==> src/rtl/vec_seq_pkg.sv <==
// Shared types and default constants for the vec_seq vector sequencer.
// Optional compare masking is enabled with VEC_SEQ_MASK_EN.
package vec_seq_pkg;

  localparam int AW_DEF     = 12;
  localparam int RW_DEF     = 12;
  localparam int CW_DEF     = 16;
  localparam int SETTLE_DEF = 1;

  typedef enum logic [2:0] {
    IDLE,
    FETCH,
    PREP,
    APPLY,
    CHECK,
    DONE
  } state_t;

  // Width of the settle counter; it counts 0 .. SETTLE-1 and is never narrower than 1 bit.
  function automatic int settle_w(input int settle);
    return (settle > 1) ? $clog2(settle) : 1;
  endfunction

endpackage

==> src/rtl/vec_seq_if.sv <==
// ROM and DUT stimulus/response bus between vec_seq and the bit-slice core under test.
// cmp_mask exists only when VEC_SEQ_MASK_EN is defined.
interface vec_seq_if
  import vec_seq_pkg::*;
#(
  parameter int AW = AW_DEF,
  parameter int RW = RW_DEF
);

  logic [AW-1:0] rom_addr;
  logic [RW-1:0] rom_ref;
  logic [AW-1:0] vec;
  logic          phase;
  logic          dut_ce;
  logic [RW-1:0] dut_res;
`ifdef VEC_SEQ_MASK_EN
  logic [RW-1:0] cmp_mask;
`endif

  modport master (
    output rom_addr,
    output vec,
    output phase,
    output dut_ce,
`ifdef VEC_SEQ_MASK_EN
    input  cmp_mask,
`endif
    input  rom_ref,
    input  dut_res
  );

  modport slave (
    input  rom_addr,
    input  vec,
    input  phase,
    input  dut_ce,
`ifdef VEC_SEQ_MASK_EN
    output cmp_mask,
`endif
    output rom_ref,
    output dut_res
  );

endinterface

==> src/rtl/vec_seq_cmp.sv <==
// Result compare, saturating mismatch counter and first-failure capture for vec_seq.
// With VEC_SEQ_MASK_EN defined the compare and captured xor are qualified by cmp_mask.
module vec_seq_cmp
  import vec_seq_pkg::*;
#(
  parameter int AW = AW_DEF,
  parameter int RW = RW_DEF,
  parameter int CW = CW_DEF
) (
  input  logic          clk,
  input  logic          rst,
  input  logic          clr,
  input  logic          chk,
  input  logic [AW-1:0] vec,
  input  logic [RW-1:0] rom_ref,
  input  logic [RW-1:0] dut_res,
`ifdef VEC_SEQ_MASK_EN
  input  logic [RW-1:0] cmp_mask,
`endif
  output logic          mismatch,
  output logic          fail,
  output logic [CW-1:0] err_cnt,
  output logic [AW-1:0] fail_addr,
  output logic [RW-1:0] fail_xor
);

  logic [RW-1:0] diff_p0;

  function automatic logic [CW-1:0] sat_inc(input logic [CW-1:0] v);
    return (&v) ? v : v + CW'(1);
  endfunction

  // Stage p0: combinational difference, consumed by the FSM in CHECK
  always_comb begin
`ifdef VEC_SEQ_MASK_EN
    diff_p0 = (dut_res ^ rom_ref) & cmp_mask;
`else
    diff_p0 = dut_res ^ rom_ref;
`endif
    mismatch = |diff_p0;
  end

  // Stage p1: registered result of the CHECK-cycle compare
  always_ff @(posedge clk) begin
    if (rst || clr) begin
      fail      <= 1'b0;
      err_cnt   <= '0;
      fail_addr <= '0;
      fail_xor  <= '0;
    end else if (chk && mismatch) begin
      err_cnt <= sat_inc(err_cnt);
      fail    <= 1'b1;
      if (!fail) begin
        fail_addr <= vec;
        fail_xor  <= diff_p0;
      end
    end
  end

endmodule

==> src/rtl/vec_seq.sv <==
// Vector sequencer: fetches reference words, drives preload/operate phases into the DUT
// and self-checks the result. VEC_SEQ_MASK_EN enables the cmp_mask compare qualifier.
module vec_seq
  import vec_seq_pkg::*;
#(
  parameter int AW     = AW_DEF,
  parameter int RW     = RW_DEF,
  parameter int CW     = CW_DEF,
  parameter int SETTLE = SETTLE_DEF
) (
  input  logic          clk,
  input  logic          rst,
  vec_seq_if.master     bus,
  input  logic          start,
  input  logic          stop_on_fail,
  input  logic [AW-1:0] vec_last,
  output logic          busy,
  output logic          done,
  output logic          fail,
  output logic [CW-1:0] err_cnt,
  output logic [AW-1:0] fail_addr,
  output logic [RW-1:0] fail_xor
);

  localparam int SW = settle_w(SETTLE);

  state_t        state_q, state_d;
  logic [AW-1:0] vec_q;
  logic [AW-1:0] last_q;
  logic          stop_q;
  logic          done_q;
  logic [SW-1:0] settle_q;
  logic          start_acc;
  logic          vec_inc;
  logic          mismatch;

  assign start_acc = start && (state_q == IDLE);

  always_ff @(posedge clk) begin
    if (rst) begin
      state_q  <= IDLE;
      vec_q    <= '0;
      last_q   <= '0;
      stop_q   <= 1'b0;
      done_q   <= 1'b0;
      settle_q <= '0;
    end else begin
      state_q <= state_d;
      if (start_acc) begin
        vec_q  <= '0;
        last_q <= vec_last;
        stop_q <= stop_on_fail;
        done_q <= 1'b0;
      end else if (vec_inc) begin
        vec_q <= vec_q + AW'(1);
      end
      if (state_d == DONE) done_q <= 1'b1;
      settle_q <= (state_q == APPLY) ? settle_q + SW'(1) : '0;
    end
  end

  // Termination is decided before the increment, so a full-depth run never wraps vec.
  always_comb begin
    state_d = state_q;
    vec_inc = 1'b0;
    case (state_q)
      IDLE:  if (start) state_d = FETCH;
      FETCH: state_d = PREP;
      PREP:  state_d = APPLY;
      APPLY: if (settle_q == SW'(SETTLE - 1)) state_d = CHECK;
      CHECK: begin
        if (mismatch && stop_q) begin
          state_d = DONE;
        end else if (vec_q == last_q) begin
          state_d = DONE;
        end else begin
          vec_inc = 1'b1;
          state_d = FETCH;
        end
      end
      DONE:    state_d = IDLE;
      default: state_d = IDLE;
    endcase
  end

  assign bus.rom_addr = vec_q;
  assign bus.vec      = vec_q;
  assign bus.phase    = (state_q == APPLY) || (state_q == CHECK);
  // A reset cycle must never commit a DUT step, even if it lands in PREP or CHECK.
  assign bus.dut_ce   = !rst && ((state_q == PREP) || (state_q == CHECK));
  assign busy         = (state_q == FETCH) || (state_q == PREP) ||
                        (state_q == APPLY) || (state_q == CHECK);
  assign done         = done_q;

  vec_seq_cmp #(
    .AW(AW),
    .RW(RW),
    .CW(CW)
  ) u_cmp (
    .clk      (clk),
    .rst      (rst),
    .clr      (start_acc),
    .chk      (state_q == CHECK),
    .vec      (vec_q),
    .rom_ref  (bus.rom_ref),
    .dut_res  (bus.dut_res),
`ifdef VEC_SEQ_MASK_EN
    .cmp_mask (bus.cmp_mask),
`endif
    .mismatch (mismatch),
    .fail     (fail),
    .err_cnt  (err_cnt),
    .fail_addr(fail_addr),
    .fail_xor (fail_xor)
  );

endmodule

==> src/flat_wrapper.sv <==
// flat-port wrapper written by rule: the top's interface ports become plain ports
module vec_seq_flat import vec_seq_pkg::*;
#(
  parameter int AW     = AW_DEF,
  parameter int RW     = RW_DEF,
  parameter int CW     = CW_DEF,
  parameter int SETTLE = SETTLE_DEF
)
  (clk, rst, start, stop_on_fail, vec_last, busy, done, fail, err_cnt, fail_addr, fail_xor, bus_rom_addr, bus_vec, bus_phase, bus_dut_ce, bus_rom_ref, bus_dut_res);
  vec_seq_if #(.AW(AW), .RW(RW)) bus_i ();
  input  logic clk;
  input  logic rst;
  input  logic start;
  input  logic stop_on_fail;
  input  logic [AW-1:0] vec_last;
  output logic busy;
  output logic done;
  output logic fail;
  output logic [CW-1:0] err_cnt;
  output logic [AW-1:0] fail_addr;
  output logic [RW-1:0] fail_xor;
  output wire logic [$bits(bus_i.rom_addr)-1:0] bus_rom_addr;
  output wire logic [$bits(bus_i.vec)-1:0] bus_vec;
  output wire logic [$bits(bus_i.phase)-1:0] bus_phase;
  output wire logic [$bits(bus_i.dut_ce)-1:0] bus_dut_ce;
  input wire logic [$bits(bus_i.rom_ref)-1:0] bus_rom_ref;
  input wire logic [$bits(bus_i.dut_res)-1:0] bus_dut_res;
  assign bus_rom_addr = bus_i.rom_addr;
  assign bus_vec = bus_i.vec;
  assign bus_phase = bus_i.phase;
  assign bus_dut_ce = bus_i.dut_ce;
  assign bus_i.rom_ref = bus_rom_ref;
  assign bus_i.dut_res = bus_dut_res;
  vec_seq #(.AW(AW), .RW(RW), .CW(CW), .SETTLE(SETTLE)) u_core (.clk(clk), .rst(rst), .bus(bus_i), .start(start), .stop_on_fail(stop_on_fail), .vec_last(vec_last), .busy(busy), .done(done), .fail(fail), .err_cnt(err_cnt), .fail_addr(fail_addr), .fail_xor(fail_xor));
endmodule
==> config.mk <==
export PLATFORM = sky130hd
export DESIGN_NAME = vec_seq_flat
export DESIGN_NICKNAME = d
export VERILOG_FILES = /design/src/rtl/vec_seq_pkg.sv /design/src/rtl/vec_seq_if.sv /design/src/rtl/vec_seq_cmp.sv /design/src/rtl/vec_seq.sv /design/src/flat_wrapper.sv
export SDC_FILE = /design/constraint.sdc
export NUM_CORES = 1
export LEC_CHECK = 0
export CORE_MARGIN = 4
export CORE_UTILIZATION = 60
export CTS_CLUSTER_DIAMETER = 60
export DETAILED_ROUTE_END_ITERATION = 8
export DONT_BUFFER_PORTS = 1
export GPL_ROUTABILITY_DRIVEN = 0
export GPL_TIMING_DRIVEN = 0
export PLACE_DENSITY = 0.85
export SETUP_SLACK_MARGIN = 0.15
export SLEW_MARGIN = 10
export SYNTH_ARGS = -nofsm -noshare
export SYNTH_HDL_FRONTEND = slang
export SYNTH_SLANG_ARGS = --single-unit
==> constraint.sdc <==
create_clock -name clk -period 2.83 [get_ports clk]
set_clock_uncertainty 0.05 [all_clocks]
set_input_delay 0.849 -clock clk [delete_from_list [all_inputs] [get_ports clk]]
set_output_delay 0.849 -clock clk [all_outputs]
set_load 0.01 [all_outputs]
-- Word-level counts from Yosys, hierarchy flattened
Cells that the tools add are included.
- register bits: 71
- latch bits: 0
- memory bits (writable): 0
- memory bits (read-only): 0
- word-level logic and storage cells: 52
- memories kept: 0
- add/subtract/negate cells: 3
- multipliers: 0
- div/mod/pow operators: 0
- $lt $le $gt $ge: 0
- equality and inequality tests: 6
- shifts and indexed selects: 0
- multiplexer cells: 10
- bitwise gates (word level): 4
- reductions and logical operators: 19
- operator list (cell ; count):
    adder 16 x 1 -> 16 bit (second input constant) ; 1
    AND reduction 16 bit ; 1
    case mux 3 bit (5 select lines) ; 1
    adder 12 x 1 -> 12 bit (second input constant) ; 1
    == test 12 bit ; 1
    2-to-1 mux 3 bit ; 4
    OR reduction 12 bit ; 1
    bitwise XOR 12 bit ; 1
    == test 3 x 2 -> 1 bit (second input constant) ; 2
    == test 3 bit (second input constant) ; 2
    logical OR 1 bit ; 6
    2-to-1 mux 1 bit ; 5
    logical AND 1 bit ; 4
    AND reduction 2 bit ; 2
    OR reduction 2 bit ; 2
    == test 3 x 1 -> 1 bit (second input constant) ; 1
    logical NOT 3 bit ; 1
    NOT 1 bit ; 3
    nonzero test 2 bit ; 1
    adder 1 bit (second input constant) ; 1
    logical NOT 1 bit ; 1

-- Depth between registers and ports, before layout
- depth after elaboration: 7
- mapped depth: 9

-- By module
A second synthesis with hierarchy kept.
- cell total of the unflattened synthesis: 426
- area total of the unflattened synthesis: 3509.6 um^2
- modules (own cells, without submodules) (module ; times used ; cells each ; area an instance (um^2)):
    vec_seq_cmp ; 1 ; 237 ; 1961.9
    vec_seq ; 1 ; 189 ; 1547.7

-- Least setup slack after synthesis
OpenSTA, ideal clock, no wires.
- kind: input port to flip-flop
- from: input port bus_rom_ref[9]
- to: register u_core.vec_q[8], in the netlist u_core.bus.rom_addr[8]
- arrival: 2288 ps
- data required time: 2714 ps
- path slack: 426 ps
- cell stages on the path: 6
- path buffers: 0
- path through: xor2_1 nor4_4 a31o_4 nand3_4 or4_4 a21oi_2
- longest elaborated chain between the ends: 5
- ends and longest elaborated chain (item ; line ; RTL):
    start: declaration ; flat_wrapper.sv:26 ; input wire logic [$bits(bus_i.rom_ref)-1:0] bus_rom_ref;
    bitwise XOR 12 bit ; vec_seq_cmp.sv:38 ; diff_p0 = dut_res ^ rom_ref;
    OR reduction 12 bit ; vec_seq_cmp.sv:40 ; mismatch = |diff_p0;
    logical AND 1 bit ; vec_seq.sv:72 ; if (mismatch && stop_q) begin
    2-to-1 mux 1 bit ; vec_seq.sv:72 ;
    2-to-1 mux 1 bit ; vec_seq.sv:66 ; case (state_q)
    end signal: assignment ; vec_seq.sv:55 ; vec_q <= vec_q + AW'(1);
    end: declaration ; vec_seq.sv:28 ; logic [AW-1:0] vec_q;
No other way between the ends.
A chain may end at the register's enable or synchronous reset.

-- Worst setup path after layout
- from: input port rst
- to: output port bus_dut_ce
- longest elaborated chain between the ends: 2
- ends and longest elaborated chain (item ; line ; RTL):
    start: declaration ; flat_wrapper.sv:12 ; input logic rst;
    logical NOT 1 bit ; vec_seq.sv:90 ; assign bus.dut_ce = !rst && ((state_q == PREP) || (state_q == CHECK));
    logical AND 1 bit ; vec_seq.sv:90 ;
    end: declaration ; flat_wrapper.sv:25 ; output wire logic [$bits(bus_i.dut_ce)-1:0] bus_dut_ce;
No other way between the ends.

==> results.json <==
{
  "clk_pin_slew_ns": 0.07,
  "period_needed_ns": 2.35,
  "drt_pass1_iterations": 4,
  "intPower_mw": 1.88,
  "die_height_um": 84.0,
  "clk_latency_ns": 0.35,
  "synth_nets": 447,
  "cpMaxStageDelayCell": "nor3_1",
  "worst_pin_slew_ns": 0.819,
  "syn-instance-count": 405,
  "antenna_found_initial": 0,
  "crit_required_ns": 1.93,
  "synth-seq-cells": 71,
  "min_from": "u_core.last_q[3]$_SDFFE_PP0P_",
  "yosys.cell_types.count": 46,
  "grt_pass1_wl_um": 13700,
  "leakagePower_nw": 1.44,
  "ir_drop_mv": 0.419,
  "cts-root-buf": "clkbuf_8",
  "initial_utilization_pct": 62.2,
  "core-area_mm2": 0.00557,
  "post_cts_resize_count": 0,
  "area_growth_pct": 11.0,
  "r2r_start": "u_core.state_q[1]$_SDFF_PP0_",
  "critPathBufInv": 1,
  "die_w_um": 84.0,
  "cts-htree-levels": 3,
  "hold_viol": 0,
  "swShare_pct": 22.3,
  "pre_cts_ws_ns": 0.276,
  "switchingPower_mw": 0.540,
  "postCtsSetupBuffers": 0,
  "syn_avg_cell_area_um2": 8.57,
  "cp.arrival_ns": 1.45,
  "path_class": "in2out",
  "r2r_cells": 6,
  "hold_path_depth": 2,
  "critical-path-max-stage-delay_ns": 0.40,
  "drt_iter0_drc": 246,
  "grt_max_degree": 13,
  "postCtsHoldBufs": 0,
  "rsz0062_at_grt": "no",
  "crit_path_max_fanout": 10,
  "clock.fmax_ghz": 0.426,
  "final_common_cell": "dfxtp_1",
  "maxCapViolCount": 0,
  "antenna_left": 0,
  "worstSetupPathDepth": 2,
  "netlist.area_leader.share_pct": 41.0,
  "path_delay_family": "simple AND/OR/NAND/NOR gates",
  "power_frac_comb_pct": 8.9,
  "cp-start-kind": "primary input",
  "cts_tree": "built",
  "setup_viol": 0,
  "slew_headroom_pct": 45.3,
  "dp_hpwl_um": 6030,
  "ys_seq_area_share_pct": 41.0,
  "rows": 27,
  "fin_nets": 458,
  "layout_common_cells": "71 x dfxtp_1, 69 x nand2_1, 49 x nor2_1",
  "cp-startpoint": "rst",
  "wl_per_cell_um": 17.0,
  "worstSetupEndpointType": "output pin",
  "num_vias": 2926,
  "synth_area_leaders": "dfxtp_1 41%, nand2_1 7.5%, xor2_1 7.1%",
  "fin_util_pct": 69.1,
  "status": "finished, final reports clean",
  "grt_pass1_vias": 2811,
  "die_area_mm2": 0.00706,
  "fin_ws_ns": 0.483,
  "power_frac_seq_pct": 42.8,
  "ios": 109,
  "cts_sinks": 71,
  "cts_buffers": 9,
  "min_path_type": "reg2reg",
  "antennaDiodeCount": 0,
  "yosysWarningCount": 0,
  "grt_overflow": 0,
  "min_period_over_period_pct": 82.9,
  "wl_um": 8360,
  "syn_area_mm2": 0.00347,
  "vias_per_cell": 5.94,
  "drv_slew": 0,
  "drc": 0,
  "grt_usage_pct": 23.8,
  "synth_largest_area_cell": "dfxtp_1",
  "layout-drive-gt1-share_pct": 14.3,
  "powerDensity_mw_per_mm2": 629,
  "portBuffers": 0,
  "fillers": 438,
  "finalSetupTns_ns": 0,
  "p_clk_share_pct": 48.3,
  "cp_cell_sequence": "clkbuf_1 -> nor3_1",
  "clock_path_buffers": 2
}
-- registers in the layout (all words and copies together) (netlist names) --
| signal | cells |
|---|---|
| u_core.u_cmp.err_cnt | 16 |
| u_core.bus.rom_addr | 12 |
| u_core.last_q | 12 |
| u_core.u_cmp.fail_addr | 12 |
| u_core.u_cmp.fail_xor | 12 |
| u_core.state_q | 3 |
| u_core.done | 1 |
| u_core.settle_q | 1 |
| u_core.stop_q | 1 |
| u_core.u_cmp.fail | 1 |
-- synth_stat cells (all sizes together) --
cell,number
dfxtp,71
nand2,70
nor2,50
a21oi,28
xor2,28
buf,24
nor3,20
nand3,18
nor4,10
or4,10
o21ai,9
clkbuf,7
xnor2,7
nand4,6
or3,6
inv,5
a31o,4
and3,4
mux2i,4
o211ai,4
nand3b,3
nor4b,3
a2111oi,2
ha,2
o21bai,2
o31ai,2
a21bo,1
and4,1
nand4b,1
nor2b,1
nor3b,1
or2,1
-- final timing paths --
kind                                         end  slack (ns)
min reg2reg        u_core.last_q[3]$_SDFFE_PP0P_        0.43
max                                   bus_dut_ce        0.48
min                u_core.last_q[3]$_SDFFE_PP0P_        0.43
max reg2reg  u_core.bus.rom_addr[9]$_SDFFE_PP0P_        0.64
-- power by group through the flow --
| stage | combinational [mW] | sequential (mW) | clock [mW] |
|---|---|---|---|
| after floorplan | 0.176 | 1.06 | 0 |
| after global placement | 0.211 | 1.06 | 0 |
| after detailed placement | 0.216 | 1.06 | 0 |
| after CTS | 0.217 | 1.04 | 1.18 |
| after global routing | 0.239 | 1.04 | 1.23 |
| final | 0.216 | 1.04 | 1.17 |
-- layer usage --
metal  up-vias  share of wire [%]  GRT usage, %
li1       1414                  -             -
met1      1378                 40          28.3
met2       114                 49          39.0
met3        20                8.8          9.28
met4         0                2.0          8.04
met5         -                  0             0
-- cell type report --
type,instances,area [um^2],share of cell area [%]
clock inverters,6,155,4.03
plain buffers,31,235,6.11
multi-input cells,298,1790,46.6
flip-flops and latches,71,1420,36.9
well taps,72,90.1,2.34
clock buffers,10,138,3.57
inverters,5,18.8,0.487
-- cell families after synthesis --
group / synth area share (%)
DFF: 41.0
muxes: 1.15
buffers and inverters: 7.32
AOI/OAI and AO/OA: 9.23
adders and majority gates: 0.721
and+or+nand+nor: 31.8
xor gates and xnor gates: 8.84
-- metrics by stage --
stage          total power, mW  instances  hold WS (ns)  cell area [um^2]
2_1_floorplan             1.23        405         0.386              3470
4_1_cts                   2.43        493         0.423              3850
3_5_place_dp              1.28        477         0.413              3560
3_3_place_gp              1.27        477         0.406              3560
6_report                  2.42        493         0.426              3850
5_1_grt                   2.50        493         0.441              3850
Note: power is estimated with default switching activity, not from simulation.
